File: config.mk
export PLATFORM = sky130hd
export DESIGN_NAME = sum_display
export DESIGN_NICKNAME = d
export VERILOG_FILES = /design/src/rtl/sum_display.sv
export SDC_FILE = /design/constraint.sdc
export NUM_CORES = 1
export LEC_CHECK = 0
export CAP_MARGIN = 20
export CELL_PAD_IN_SITES_DETAIL_PLACEMENT = 2
export CELL_PAD_IN_SITES_GLOBAL_PLACEMENT = 2
export CORE_MARGIN = 3
export CORE_UTILIZATION = 34
export DETAILED_ROUTE_END_ITERATION = 7
export PLACE_DENSITY = 0.85
export SETUP_SLACK_MARGIN = 0.15
export SLEW_MARGIN = 20
export SYNTH_ARGS = -nofsm -noshare
export SYNTH_HDL_FRONTEND = slang
export SYNTH_SLANG_ARGS = --single-unit
File: constraint.sdc
create_clock -name clk -period 2.8 [get_ports clk]
set_input_delay 0.56 -clock clk [delete_from_list [all_inputs] [get_ports clk]]
set_output_delay 0.56 -clock clk [all_outputs]
set_load 0.02 [all_outputs]
File: src/rtl/sum_display.sv
// Binary-to-BCD converter (double-dabble) with a 3-digit
// multiplexed seven-segment driver and leading-zero blanking.
module sum_display #(
  parameter int REFRESH_DIV = 1000
) (
  input  logic       clk,
  input  logic       reset_n,
  input  logic [7:0] sum,
  input  logic       load,
  output logic       busy,
  output logic       done,
  output logic [2:0] anode,
  output logic [6:0] segments
);

  typedef enum logic [1:0] {
    IDLE,
    SHIFT,
    UPDATE
  } state_t;

  localparam logic [15:0] RLAST = 16'(REFRESH_DIV - 1);
  localparam logic [6:0]  BLANK = 7'b1111111;

  state_t      state, state_nxt;
  logic [19:0] shreg;
  logic [3:0]  iter;
  logic [3:0]  hun, ten, one;
  logic [3:0]  hun_nxt, ten_nxt, one_nxt;
  logic [15:0] rcnt;
  logic [1:0]  dig, dig_nxt;
  logic        rwrap;
  logic [2:0]  an_nxt;
  logic [6:0]  seg_nxt;

  function automatic logic [19:0] dabble(input logic [19:0] v);
    logic [19:0] t;
    t = v;
    if (t[11:8]  >= 4'd5) t[11:8]  = t[11:8]  + 4'd3;
    if (t[15:12] >= 4'd5) t[15:12] = t[15:12] + 4'd3;
    if (t[19:16] >= 4'd5) t[19:16] = t[19:16] + 4'd3;
    return {t[18:0], 1'b0};
  endfunction

  function automatic logic [6:0] seg7(input logic [3:0] d);
    case (d)
      4'd0:    return 7'b1000000;
      4'd1:    return 7'b1111001;
      4'd2:    return 7'b0100100;
      4'd3:    return 7'b0110000;
      4'd4:    return 7'b0011001;
      4'd5:    return 7'b0010010;
      4'd6:    return 7'b0000010;
      4'd7:    return 7'b1111000;
      4'd8:    return 7'b0000000;
      4'd9:    return 7'b0010000;
      default: return BLANK;
    endcase
  endfunction

  always_ff @(posedge clk or negedge reset_n) begin
    if (!reset_n) state <= IDLE;
    else          state <= state_nxt;
  end

  always_comb begin
    state_nxt = state;
    case (state)
      IDLE:    if (load) state_nxt = SHIFT;
      SHIFT:   if (iter == 4'd7) state_nxt = UPDATE;
      UPDATE:  state_nxt = IDLE;
      default: state_nxt = IDLE;
    endcase
  end

  assign busy = (state != IDLE);

  always_ff @(posedge clk or negedge reset_n) begin
    if (!reset_n) begin
      shreg <= '0;
      iter  <= '0;
      hun   <= '0;
      ten   <= '0;
      one   <= '0;
      done  <= 1'b0;
    end else begin
      done <= 1'b0;
      case (state)
        IDLE: begin
          if (load) begin
            shreg <= {12'b0, sum};
            iter  <= '0;
          end
        end
        SHIFT: begin
          shreg <= dabble(shreg);
          iter  <= iter + 4'd1;
        end
        UPDATE: begin
          hun  <= hun_nxt;
          ten  <= ten_nxt;
          one  <= one_nxt;
          done <= 1'b1;
        end
        default: ;
      endcase
    end
  end

  // Scan outputs are built from next-cycle values so they track the
  // digit index and display registers without an extra cycle of lag.
  always_comb begin
    rwrap   = (rcnt == RLAST);
    dig_nxt = dig;
    if (rwrap) dig_nxt = (dig == 2'd2) ? 2'd0 : dig + 2'd1;
    hun_nxt = (state == UPDATE) ? shreg[19:16] : hun;
    ten_nxt = (state == UPDATE) ? shreg[15:12] : ten;
    one_nxt = (state == UPDATE) ? shreg[11:8]  : one;
    an_nxt  = 3'b111;
    seg_nxt = BLANK;
    case (dig_nxt)
      2'd0: begin
        an_nxt  = 3'b110;
        seg_nxt = seg7(one_nxt);
      end
      2'd1: begin
        an_nxt = 3'b101;
        if (hun_nxt != 4'd0 || ten_nxt != 4'd0)
          seg_nxt = seg7(ten_nxt);
      end
      2'd2: begin
        an_nxt = 3'b011;
        if (hun_nxt != 4'd0) seg_nxt = seg7(hun_nxt);
      end
      default: ;
    endcase
  end

  always_ff @(posedge clk or negedge reset_n) begin
    if (!reset_n) begin
      rcnt     <= '0;
      dig      <= '0;
      anode    <= 3'b110;
      segments <= 7'b1000000;
    end else begin
      rcnt     <= rwrap ? 16'd0 : rcnt + 16'd1;
      dig      <= dig_nxt;
      anode    <= an_nxt;
      segments <= seg_nxt;
    end
  end

endmodule
Yosys cells after proc, flatten, opt, wreduce, memory -nomap -nowiden

Memory sizes are Yosys's and may differ from the RTL's.
Cells that the tools add are included.

ROM bits: 336
Word-level logic and storage cells: 62
Latch bits: 0
Memory bits (writable): 0
Output and inout port bits: 12
Memories: 3
Register bits: 67
Input bits: 11

Bitwise operators: 0
$mul: 0
Add/sub/neg operators: 6
Shifts and indexed selects: 0
Div/mod/pow operators: 0
Eq/ne operators: 9
$lt $le $gt $ge: 3
Reduce and logical (&&, ||, !) cells: 9
Multiplexer cells: 21

Memory list:

| name             | words | bits a word | read ports | clocked after memory_dff | write ports | line | source |
|---|---|---|---|---|---|---|---|
| (name not given) | 16    | 7           | 1          | 0                        | 0           | 46   | `case (d)` |
| (name not given) | 16    | 7           | 1          | 0                        | 0           | 46   |  |
| (name not given) | 16    | 7           | 1          | 0                        | 0           | 46   |  |

Operator list:

| operator                                                                            | number |
|---|---|
| 20-bit one-hot mux with 2 select lines                                              | 1 |
| 4-bit 2-to-1 mux                                                                    | 6 |
| 7-bit one-hot mux with 3 select lines                                               | 1 |
| 20-bit 2-to-1 mux                                                                   | 1 |
| 16-bit by 1-bit adder with 16-bit output, second input constant                     | 1 |
| 16-bit by 10-bit equality test with 1-bit output, second input constant             | 1 |
| 16-bit 2-to-1 mux                                                                   | 1 |
| 7-bit 2-to-1 mux                                                                    | 2 |
| 4-bit by 3-bit greater-or-equal comparator with 1-bit output, second input constant | 3 |
| 3-bit one-hot mux with 3 select lines                                               | 1 |
| 4-bit by 2-bit adder with 4-bit output, second input constant                       | 2 |
| 2-bit 2-to-1 mux                                                                    | 4 |
| 4-bit one-hot mux with 2 select lines                                               | 1 |
| 4-bit nonzero test                                                                  | 2 |
| 2-bit equality test, second input constant                                          | 3 |
| 4-bit by 1-bit adder with 4-bit output, second input constant                       | 1 |
| 2-bit by 1-bit equality test with 1-bit output, second input constant               | 2 |
| 4-bit by 3-bit equality test with 1-bit output, second input constant               | 1 |
| 2-bit logical NOT                                                                   | 2 |
| 2-bit inequality test, second input constant                                        | 2 |
| 2-bit one-hot mux with 2 select lines                                               | 1 |
| 2-bit AND reduction                                                                 | 2 |
| 2-bit nonzero test                                                                  | 2 |
| 3-bit by 2-bit adder with 3-bit output, second input constant                       | 1 |
| other kinds (4)                                                                     | 4 |

Logic depth before layout (Yosys ltp)

Gate-level depths: netlist (run 1).

Depth in word-level cells: 6
Mapped depth: 15
Gate-level depth less buffers: 11

Worst setup path after synthesis (run 1)

Ideal clock, no wire load.

Path kind: reg-to-reg
From: register state[1]
To: register segments[3]
Path buffers: 4
Stages on the path, launching flop included: 16
Setup slack: 0.138 ns
Arrival: 2.536 ns
Clock period less this slack: 2.662 ns
Required time: 2.674 ns
Setup time: 0.126 ns
Cell sequence: dfrtp_1 > buf_4 > nand2b_4 > buf_6 > buf_2 > clkbuf_1 > nand2_1 > o21ai_0 > inv_1 > ha_1 > nand2_1 > a211o_1 > o22ai_2 > a211oi_1 > o22ai_1 > a221o_1

Cells in the longest elaborated chain, start to end: 6
Elaborated cells on any way between the ends: 13
Those cells by class: eq/ne: 1; mux: 6; reduce/logical: 3; memory: 3

Ends and longest elaborated chain:

| what                                                           | line | source |
|---|---|---|
| start: declaration                                             | 25   | `state_t state, state_nxt;` |
| start signal: assignment                                       | 63   | `else state <= state_nxt;` |
| 2-bit equality test (*)                                        | 117  | `ten_nxt = (state == UPDATE) ? shreg[15:12] : ten;` |
| 4-bit 2-to-1 mux (*)                                           | 117  |  |
| via ten_nxt[1]                                                 | 29   | `logic [3:0] hun_nxt, ten_nxt, one_nxt;` |
| branches (longest 2 deep; another with memory read 16 x 7 bit) | --   |  |
| 7-bit 2-to-1 mux (*)                                           | 128  | `if (hun_nxt != 4'd0 \|\| ten_nxt != 4'd0)` |
| 7-bit one-hot mux with 3 select lines (*)                      | 121  | `case (dig_nxt)` |
| via seg_nxt[3]                                                 | 34   | `logic [6:0] seg_nxt;` |
| end signal: assignment                                         | 149  | `segments <= seg_nxt;` |
| end: declaration                                               | 13   | `output logic [6:0] segments` |

Mark *: on every way through the listed nets, which the timed path passes.
A chain may end at the register's enable or synchronous reset.

Worst setup path after layout (run 1)

From: register state[0]
To: register segments[2]

Same word-level chain as after synthesis.

==> results.cfg, run 1 <==
[clock_network]
cts_root_buffer = clkbuf_16
cts_buffers = 9
cts_sinks = 67
clk_pin_slew_ps = 60
h-tree-depth = 3
clock_path_buffers = 2
worstSkewPairLatency_ps = 340
postCtsHoldBufs = 0
cts_tree = built

[grt]
grt_pass1_wl_um = 18900
grt-ovfl-total = 0
antenna_found_initial = 0
first_global_vias = 3687
grt_usage_pct = 18.2
grt_max_degree = 26

[critical_path]
critPathKind = reg2reg
arrival_ps = 2750
reg2regPathDepth = 10
rr_startpoint = state[0]$_DFFE_PN0P_
worstPathRequired_ps = 3010
end_kind = register
critPathLaunchType = register
r2r_slack_ps = 260
critPathMaxFanout = 15
endpoint = segments[2]$_DFF_PN0_
rr_endpoint = segments[2]$_DFF_PN0_
startpoint = state[0]$_DFFE_PN0P_

[detailed_routing]
ant_nets = 0
route.detailed.drc = 0
vias = 3279
via_per_inst = 5.42
dr.pass1.iters = 4
wl_per_cell_um = 18.6
drtIter0Drc = 85
wl_um = 11200

[floorplan]
die_y_um = 114
initial_core_util_pct = 35.6
io_pins = 23
core_area_mm2 = 0.0111
dieArea_mm2 = 0.0129
std_cell_rows = 38
die_x_um = 114

[pwr]
irDropWorstVdd_mv = 0.443
total_leakage_power_uw = 0.00211
power_density_mw_per_mm2 = 1050

[synthesis]
synth_largest_area_cell = dfrtp_1
ys.flop_type = dfrtp_1
synth.most_common_cell = dfrtp_1
synth.top_cells.by_count = dfrtp_1 (64), nand2_1 (47), o21ai_0 (41)
syn_inst = 427
synth_edf_count = 0
ys_types = 59
yosys_warnings = 0
ys_seq_elements = 67
yosysSeqAreaShare_pct = 42.6
synth_area_leaders = dfrtp_1 (41%), ha_1 (7.6%), o21ai_0 (5.2%), nand2_1 (4.5%), a21oi_1 (3.7%)
synth_area_per_cell_um2 = 9.24
netlist.area_leader.share_pct = 40.6
synthesis.nets = 462
syn-cell-area_mm2 = 0.00395
async_flop_share_pct = 100

[sta]
min_period_over_period_pct = 90.7
drv_slew = 0
slew_headroom_pct = 60.0
rsz0062_at_grt = true
finalHoldViolCount = 0
setup_viol_count_final = 0
max_freq_mhz = 394
finalSetupTns_ps = 0
fin_crit_ps = 2540
fin_skew_ps = 10.1
tightest_slew_ps = 595

[status]
status = finished, final reports clean

[final_layout]
layout-drive-gt1-share_pct = 11.6
fillers = 1234
multi_input_area_mm2 = 0.00212
fin_cells = 605
layout.nets = 495
seq_area_mm2 = 0.00168
syn_to_final_growth_pct = 18.4
diodes = 0

[placed_design]
port_buffers = 22
dp.cells = 586
dp_hpwl_um = 8060
finalWeightedCongestion = 0.837

[flow_run]
max-cap-violations = 0

[hold_path]
hold_class = in2async
-- report_power, final --
group	total, µW	leakage, µW	internal [µW]	switching (µW)
registers	1480	0.000876	1230	252
logic	2360	0.00109	968	1390
clock network	1070	0.000141	641	434
total	4910	0.00211	2840	2080
-- flip-flops by register name, indices dropped and copies added (netlist names) --
name / cells
anode: 3
dig: 2
done: 1
hun: 4
iter: 4
one: 4
rcnt: 16
segments: 7
shreg: 20
state: 2
ten: 4
-- area by class of cell --
cell class                 instances  share of cell area, %
multi-input combinational        321                   45.5
inverter                          26                   2.09
sequential                        67                   36.0
clock inverter                     5                  0.589
tap                              140                   3.75
timing repair buffer              35                   6.70
clock buffer                      11                   5.41
-- cells in the final DEF, fill, tap and decap left out, types with 3 or more instances in the layout --
master	count
clkdlybuf4s50_1	21
and2_1	7
ha_1	23
xor2_1	10
a22o_1	6
dfstp_2	3
o21ai_1	4
clkinv_2	4
nand2_1	47
buf_4	13
o21ai_0	39
inv_1	25
or3_1	3
nand3_1	15
mux2_2	4
a21o_1	5
nand2b_1	5
nor2_1	35
nand4_1	5
nor3_1	13
and4_1	3
nor3b_1	8
dfrtp_1	64
xnor2_1	7
mux2i_1	6
clkbuf_16	9
a21oi_1	29
-- per-stage QoR --
step	area (µm²)	hold WS [ps]	util, %	worst slack (ps)	total power, µW
2_1_floorplan	3950	264	-	205	3070
3_5_place_dp	4340	482	39.2	184	3760
4_1_cts	4620	241	41.7	182	4890
6_report	4670	223	42.2	260	4910
5_1_grt	4670	262	42.2	53.0	5310
3_3_place_gp	4340	463	39.2	344	3580
-- cells by family (layout without fill, tap and decap cells) --
family	after synthesis	count (layout)	synth area share [%]
mux	15	15	4.69
xor+xnor	17	17	3.77
simple gates	156	156	19.8
flops	67	67	42.6
fa+ha+maj	24	24	7.61
compound gates	109	109	17.3
buf+inv	39	77	4.25
-- critical path, stage by stage (launching register included) --
cell and delay, ps:
dfrtp_1 380, nand2b_4 220, o21ai_0 390, inv_1 150, ha_1 240, nand2_1 100, a211o_1 140, o22ai_4 110
o21ai_0 190, o21ai_0 110, a221o_1 370
-- worst min-delay path by stage --
stage                     slack (ps)  depth (start not counted)                   end
after floorplan                  260                          0    anode[0]$_DFF_PN0_
after global placement           460                          2  shreg[2]$_DFFE_PN0P_
after detailed placement         480                          2  shreg[5]$_DFFE_PN0P_
after CTS                        240                          1     rcnt[5]$_DFF_PN0_
after global routing             260                          1     rcnt[5]$_DFF_PN0_
final                            220                          1     rcnt[5]$_DFF_PN0_
-- per-layer routing --
layer	wire, µm	vias to the layer above	GRT usage, %
met2	5820	39	32.6
met5	0	-	0
met1	4960	1658	22.3
met4	184	0	4.97
met3	286	18	3.61
li1	-	1564	-
-- timing repair --
action	in CTS	in global routing
buffers inserted	0	3
setup endpoints to repair	0	6
hold endpoints to repair	0	0
resized for setup	0	7
Note: power is estimated with default switching activity, not from simulation.
==> run 2, diff against run 1 <==
--- a/config.mk
+++ b/config.mk
@@ -5,12 +5,12 @@
 export SDC_FILE = /design/constraint.sdc
 export NUM_CORES = 1
 export LEC_CHECK = 0
-export CAP_MARGIN = 20
 export CELL_PAD_IN_SITES_DETAIL_PLACEMENT = 2
 export CELL_PAD_IN_SITES_GLOBAL_PLACEMENT = 2
 export CORE_MARGIN = 3
 export CORE_UTILIZATION = 34
 export DETAILED_ROUTE_END_ITERATION = 7
+export GPL_TIMING_DRIVEN = 0
 export PLACE_DENSITY = 0.85
 export SETUP_SLACK_MARGIN = 0.15
 export SLEW_MARGIN = 20
==> run 2 against run 1 <==
- combinational power is 13% higher
- critical path depth is 4 higher
- clock power is 18% higher
- critical path type unchanged
- clock-buffer cell count is 1 higher
- via count is 2.7% higher
- non-clock buffer count is 14 higher
- critical endpoint is now segments[5]$_DFF_PN0_
- largest cell class unchanged
==> results.cfg, run 2 (synthesized netlist as in run 1, its figures left out) <==
[status]
status = finished, final reports clean

[floorplan]
dieArea_mm2 = 0.0129
die_x_um = 114
core_area_mm2 = 0.0111
die_y_um = 114
initial_core_util_pct = 35.6
std_cell_rows = 38
io_pins = 23

[critical_path]
critPathMaxFanout = 8
end_kind = register
r2r_slack_ps = 160
reg2regPathDepth = 14
rr_endpoint = segments[5]$_DFF_PN0_
arrival_ps = 2890
rr_startpoint = state[0]$_DFFE_PN0P_
worstPathRequired_ps = 3050
critPathLaunchType = register
critPathKind = reg2reg

[pwr]
comb_power_share_pct = 49.3
seqPwrFrac_pct = 27.4
power_density_mw_per_mm2 = 1090
pwr-share-clk_pct = 23.3
switching_share_pct = 41.3
p_int_uw = 3180
total_leakage_power_uw = 0.00223
irDropWorstVdd_mv = 0.454
switchingPower_uw = 2240

[placed_design]
port_buffers = 22
dp_hpwl_um = 8410
finalWeightedCongestion = 0.792

[detailed_routing]
vias = 3368
via_per_inst = 5.44
dr.pass1.iters = 4
drtIter0Drc = 91
wl_um = 12400
route.detailed.drc = 0
ant_nets = 0
wl_per_cell_um = 20.1

[clock_network]
cts_sinks = 67
cts_root_buffer = clkbuf_16
postCtsHoldBufs = 0
cts_tree = built
cts_buffers = 9
h-tree-depth = 3
clock_path_buffers = 2
worstSkewPairLatency_ps = 340
clk_pin_slew_ps = 60

[final_layout]
largest_reg_flops = 20
layout_common_cells = dfrtp_1 (63), nand2_1 (45), o21ai_0 (34)
syn_to_final_growth_pct = 26.5
final_common_cell = dfrtp_1
regMostFlops = shreg
utilization_pct = 45.1
layout-drive-gt1-share_pct = 16.9
reg_top3 = shreg x20, rcnt x16, segments x7
diodes = 0
layout.nets = 509

[sta]
slew_headroom_pct = 61.1
whs_ps = 166
setup_viol_count_final = 0
fin_crit_ps = 2640
finalHoldViolCount = 0
min_period_over_period_pct = 94.1
drv_slew = 0
max_freq_mhz = 379
fin_skew_ps = 4.84
tightest_slew_ps = 583
rsz0062_at_grt = true

[grt]
first_global_vias = 3876
grt_usage_pct = 19.9
antenna_found_initial = 0
grt_pass1_wl_um = 20200
grt-ovfl-total = 0
grt_max_degree = 35

[flow_run]
max-cap-violations = 0

[hold_path]
hold_class = in2async
## run 2: cell type report
cell class	count	area, µm²
fillers	1200	6090
multi-input cells	321	2230
flip-flops and latches	67	1680
repair buffers	36	354
clock buffers	12	256
well taps	140	175
plain buffers	13	121
inverters	26	100
clock inverters	4	72.6
## run 2: layer usage
layer  global-route usage, %  wire length (µm)
met1                    23.1              5020
met2                    37.1              6890
met3                    3.08               263
met4                    7.05               245
met5                       0                 0
## run 2: what timing repair did
item                                    in CTS  in global routing
gates resized for setup                     34                 19
endpoints found under the setup margin       8                  7
pin swaps                                    2                  8
gates cloned                                 0                  1
setup buffers                                4                  8
## run 2: worst max path at each step
stage                          from  cells after the start                    end
3_3_place_gp                reset_n                      1   shreg[9]$_DFFE_PN0P_
6_report       state[0]$_DFFE_PN0P_                     14  segments[5]$_DFF_PN0_
2_1_floorplan  state[0]$_DFFE_PN0P_                     13  segments[3]$_DFF_PN0_
3_5_place_dp   state[0]$_DFFE_PN0P_                     11  segments[0]$_DFF_PN0_
5_1_grt        state[0]$_DFFE_PN0P_                     14  segments[5]$_DFF_PN0_
4_1_cts        state[0]$_DFFE_PN0P_                     12  segments[0]$_DFF_PN0_
## run 2: critical path, stage by stage, from the launching register on
cell and delay, ps:
dfrtp_2 450, nand2b_4 160, buf_12 130, buf_12 140
clkbuf_16 160, nand2_4 80, o21ai_4 70, inv_2 110
ha_4 150, nand2_2 60, a211o_1 300, o22ai_4 230
a21o_1 190, nor2_2 60, nor4_2 230
## run 2: power groups by stage
stage | clock network (µW) | registers [µW] | logic (µW)
floorplan | 0 | 1430 | 1640
global placement | 0 | 1460 | 2160
detailed placement | 0 | 1480 | 2310
CTS | 1290 | 1470 | 2520
global route | 1330 | 1530 | 3000
finish | 1260 | 1480 | 2670
## run 2: stage by stage
stage | total power (µW) | setup TNS [ps] | instances | area [µm²] | setup slack [ps]
after floorplan | 3070 | 0 | 427 | 3950 | 205
after global placement | 3610 | -76450 | 589 | 4340 | -1170
after detailed placement | 3790 | -1760 | 590 | 4360 | -386
after CTS | 5280 | 0 | 610 | 4840 | 152
after global routing | 5860 | 0 | 619 | 4990 | 44.3
final | 5420 | 0 | 619 | 4990 | 164
==> run 3, diff against run 2 <==
--- a/config.mk
+++ b/config.mk
@@ -12,6 +12,7 @@
 export DETAILED_ROUTE_END_ITERATION = 7
 export GPL_TIMING_DRIVEN = 0
 export PLACE_DENSITY = 0.85
+export REMOVE_ABC_BUFFERS = 1
 export SETUP_SLACK_MARGIN = 0.15
 export SLEW_MARGIN = 20
 export SYNTH_ARGS = -nofsm -noshare
==> run 3 against run 2 <==
- hold slack worse by 18 ps
- design area down 3.5%
- first-iteration DRC count up 59%
- clock skew up 9.8 ps
- flip-flop and latch count unchanged
- clock-buffer cell count down 1
- non-clock buffer count down 10
- highest routed layer unchanged
- largest power group unchanged
==> results.cfg, run 3 (synthesized netlist as in run 1, its figures left out) <==
[placed_design]
dpl-instance-area_mm2 = 0.00430
finalWeightedCongestion = 0.805
dp_hpwl_um = 8040
dp.cells = 578
port_buffers = 22

[grt]
grt-ovfl-total = 0
grt_usage_pct = 19.7
grt_pass1_wl_um = 20100
grt_max_degree = 39
first_global_vias = 3785
antenna_found_initial = 0

[status]
status = finished, final reports clean

[critical_path]
critPathKind = reg2reg
arrival_ps = 2860
critPathMaxFanout = 8
end_kind = register
critPathLaunchType = register
worstPathRequired_ps = 3060

[sta]
min_period_over_period_pct = 92.8
finalHoldViolCount = 0
fin_skew_ps = 14.6
rsz0062_at_grt = true
setup_viol_count_final = 0
drv_slew = 0
fin_crit_ps = 2600
tightest_slew_ps = 619
slew_headroom_pct = 58.2
max_freq_mhz = 385

[clock_network]
cts_sinks = 67
cts_root_buffer = clkbuf_16
cts_buffers = 9
cts_tree = built
worstSkewPairLatency_ps = 350
clk_pin_slew_ps = 60
h-tree-depth = 3
clock_path_buffers = 2

[final_layout]
layout_common_cells = dfrtp_1 (62), nand2_1 (46), o21ai_0 (37)
diodes = 0
layout.nets = 500
largest_reg_flops = 20
syn_to_final_growth_pct = 22.1
regMostFlops = shreg
layout-drive-gt1-share_pct = 14.7
reg_top3 = shreg x20, rcnt x16, segments x7
fin_area_mm2 = 0.00482
final_common_cell = dfrtp_1
fin_cells = 610

[floorplan]
die_y_um = 114
dieArea_mm2 = 0.0129
io_pins = 23
initial_core_util_pct = 35.6
die_x_um = 114
core_area_mm2 = 0.0111
std_cell_rows = 38

[detailed_routing]
via_per_inst = 5.56
wl_per_cell_um = 20.9
wl_um = 12700
ant_nets = 0
dr.pass1.iters = 4
vias = 3392
drtIter0Drc = 145
route.detailed.drc = 0

[hold_path]
hold_class = in2async

[pwr]
total_leakage_power_uw = 0.00216
power_density_mw_per_mm2 = 1110
irDropWorstVdd_mv = 0.360

[flow_run]
max-cap-violations = 0
run 3: cell types whose count changed in the layout (fill, tap and decap cells not counted), sizes merged:
cell / before / now
nand2b: 6 / 7
buf: 21 / 18
clkdlybuf4s50: 20 / 21
bufinv: 2 / 1
clkbuf: 19 / 11
dlymetal6s2s: 1 / 0
clkinv: 1 / 3
run 3: metal layers:
metal	track usage [%]	part of all wire, %	up-vias	wire length [µm]
met4	5.93	1.4	0	172
met5	0	0	-	0
met2	35.6	54	58	6850
li1	-	-	1583	-
met3	3.71	2.6	16	326
met1	23.5	42	1735	5370
run 3: area by class of cell:
type / instances / area (µm²)
fillers: 1182 / 6260
flip-flops and latches: 67 / 1690
repair buffers: 39 / 359
well taps: 140 / 175
inverters: 26 / 103
multi-input cells: 322 / 2200
clock inverters: 5 / 52.6
clock buffers: 11 / 243
run 3: what timing repair did:
item                                    CTS  global route
buffers inserted                          8             7
hold buffers                              0             0
gates resized for setup                  12            16
endpoints found under the setup margin    7             6
hold endpoints to repair                  0             0
pin swaps                                 1             3
gates cloned                              1             0
run 3: final timing paths:
kind                                      startpoint               endpoint  slack (ps)  depth (start not counted)
max in group asynchronous                    reset_n     anode[2]$_DFF_PN1_        2050                          2
worst min-delay path                         reset_n     one[3]$_DFFE_PN0P_         150                          1
min in group clk                shreg[6]$_DFFE_PN0P_   shreg[6]$_DFFE_PN0P_         490                          2
worst max-delay path            state[0]$_DFFE_PN0P_  segments[1]$_DFF_PN0_         200                         11
worst min register to register  shreg[6]$_DFFE_PN0P_   shreg[6]$_DFFE_PN0P_         490                          2
worst max register to register  state[0]$_DFFE_PN0P_  segments[1]$_DFF_PN0_         200                         11
run 3: worst max-delay path, stage by stage, from the launching register on:
cell      delay, ps
dfrtp_4         490
nand2b_4        220
mux2_4          370
inv_4            80
ha_4            170
nand2_2          60
a211o_1         310
o22ai_4         230
buf_4           170
a21o_1          140
o211ai_1        100
nor2_1          170
run 3: through the flow:
stage	hold WS [ps]	power [µW]	setup slack, ps	TNS [ps]	utilization, %
CTS	162	5140	167	0	42.5
finish	148	5370	201	0	43.5
detailed placement	477	3770	-699	-3790	38.8
floorplan	264	3030	36.7	0	-
global route	174	5780	-35.9	-35.9	43.5
global placement	466	3570	-1210	-81120	38.5
run 3: report_power, final:
group	switching [µW]	internal, µW
combinational	1570	1140
clock	455	710
sequential	259	1230
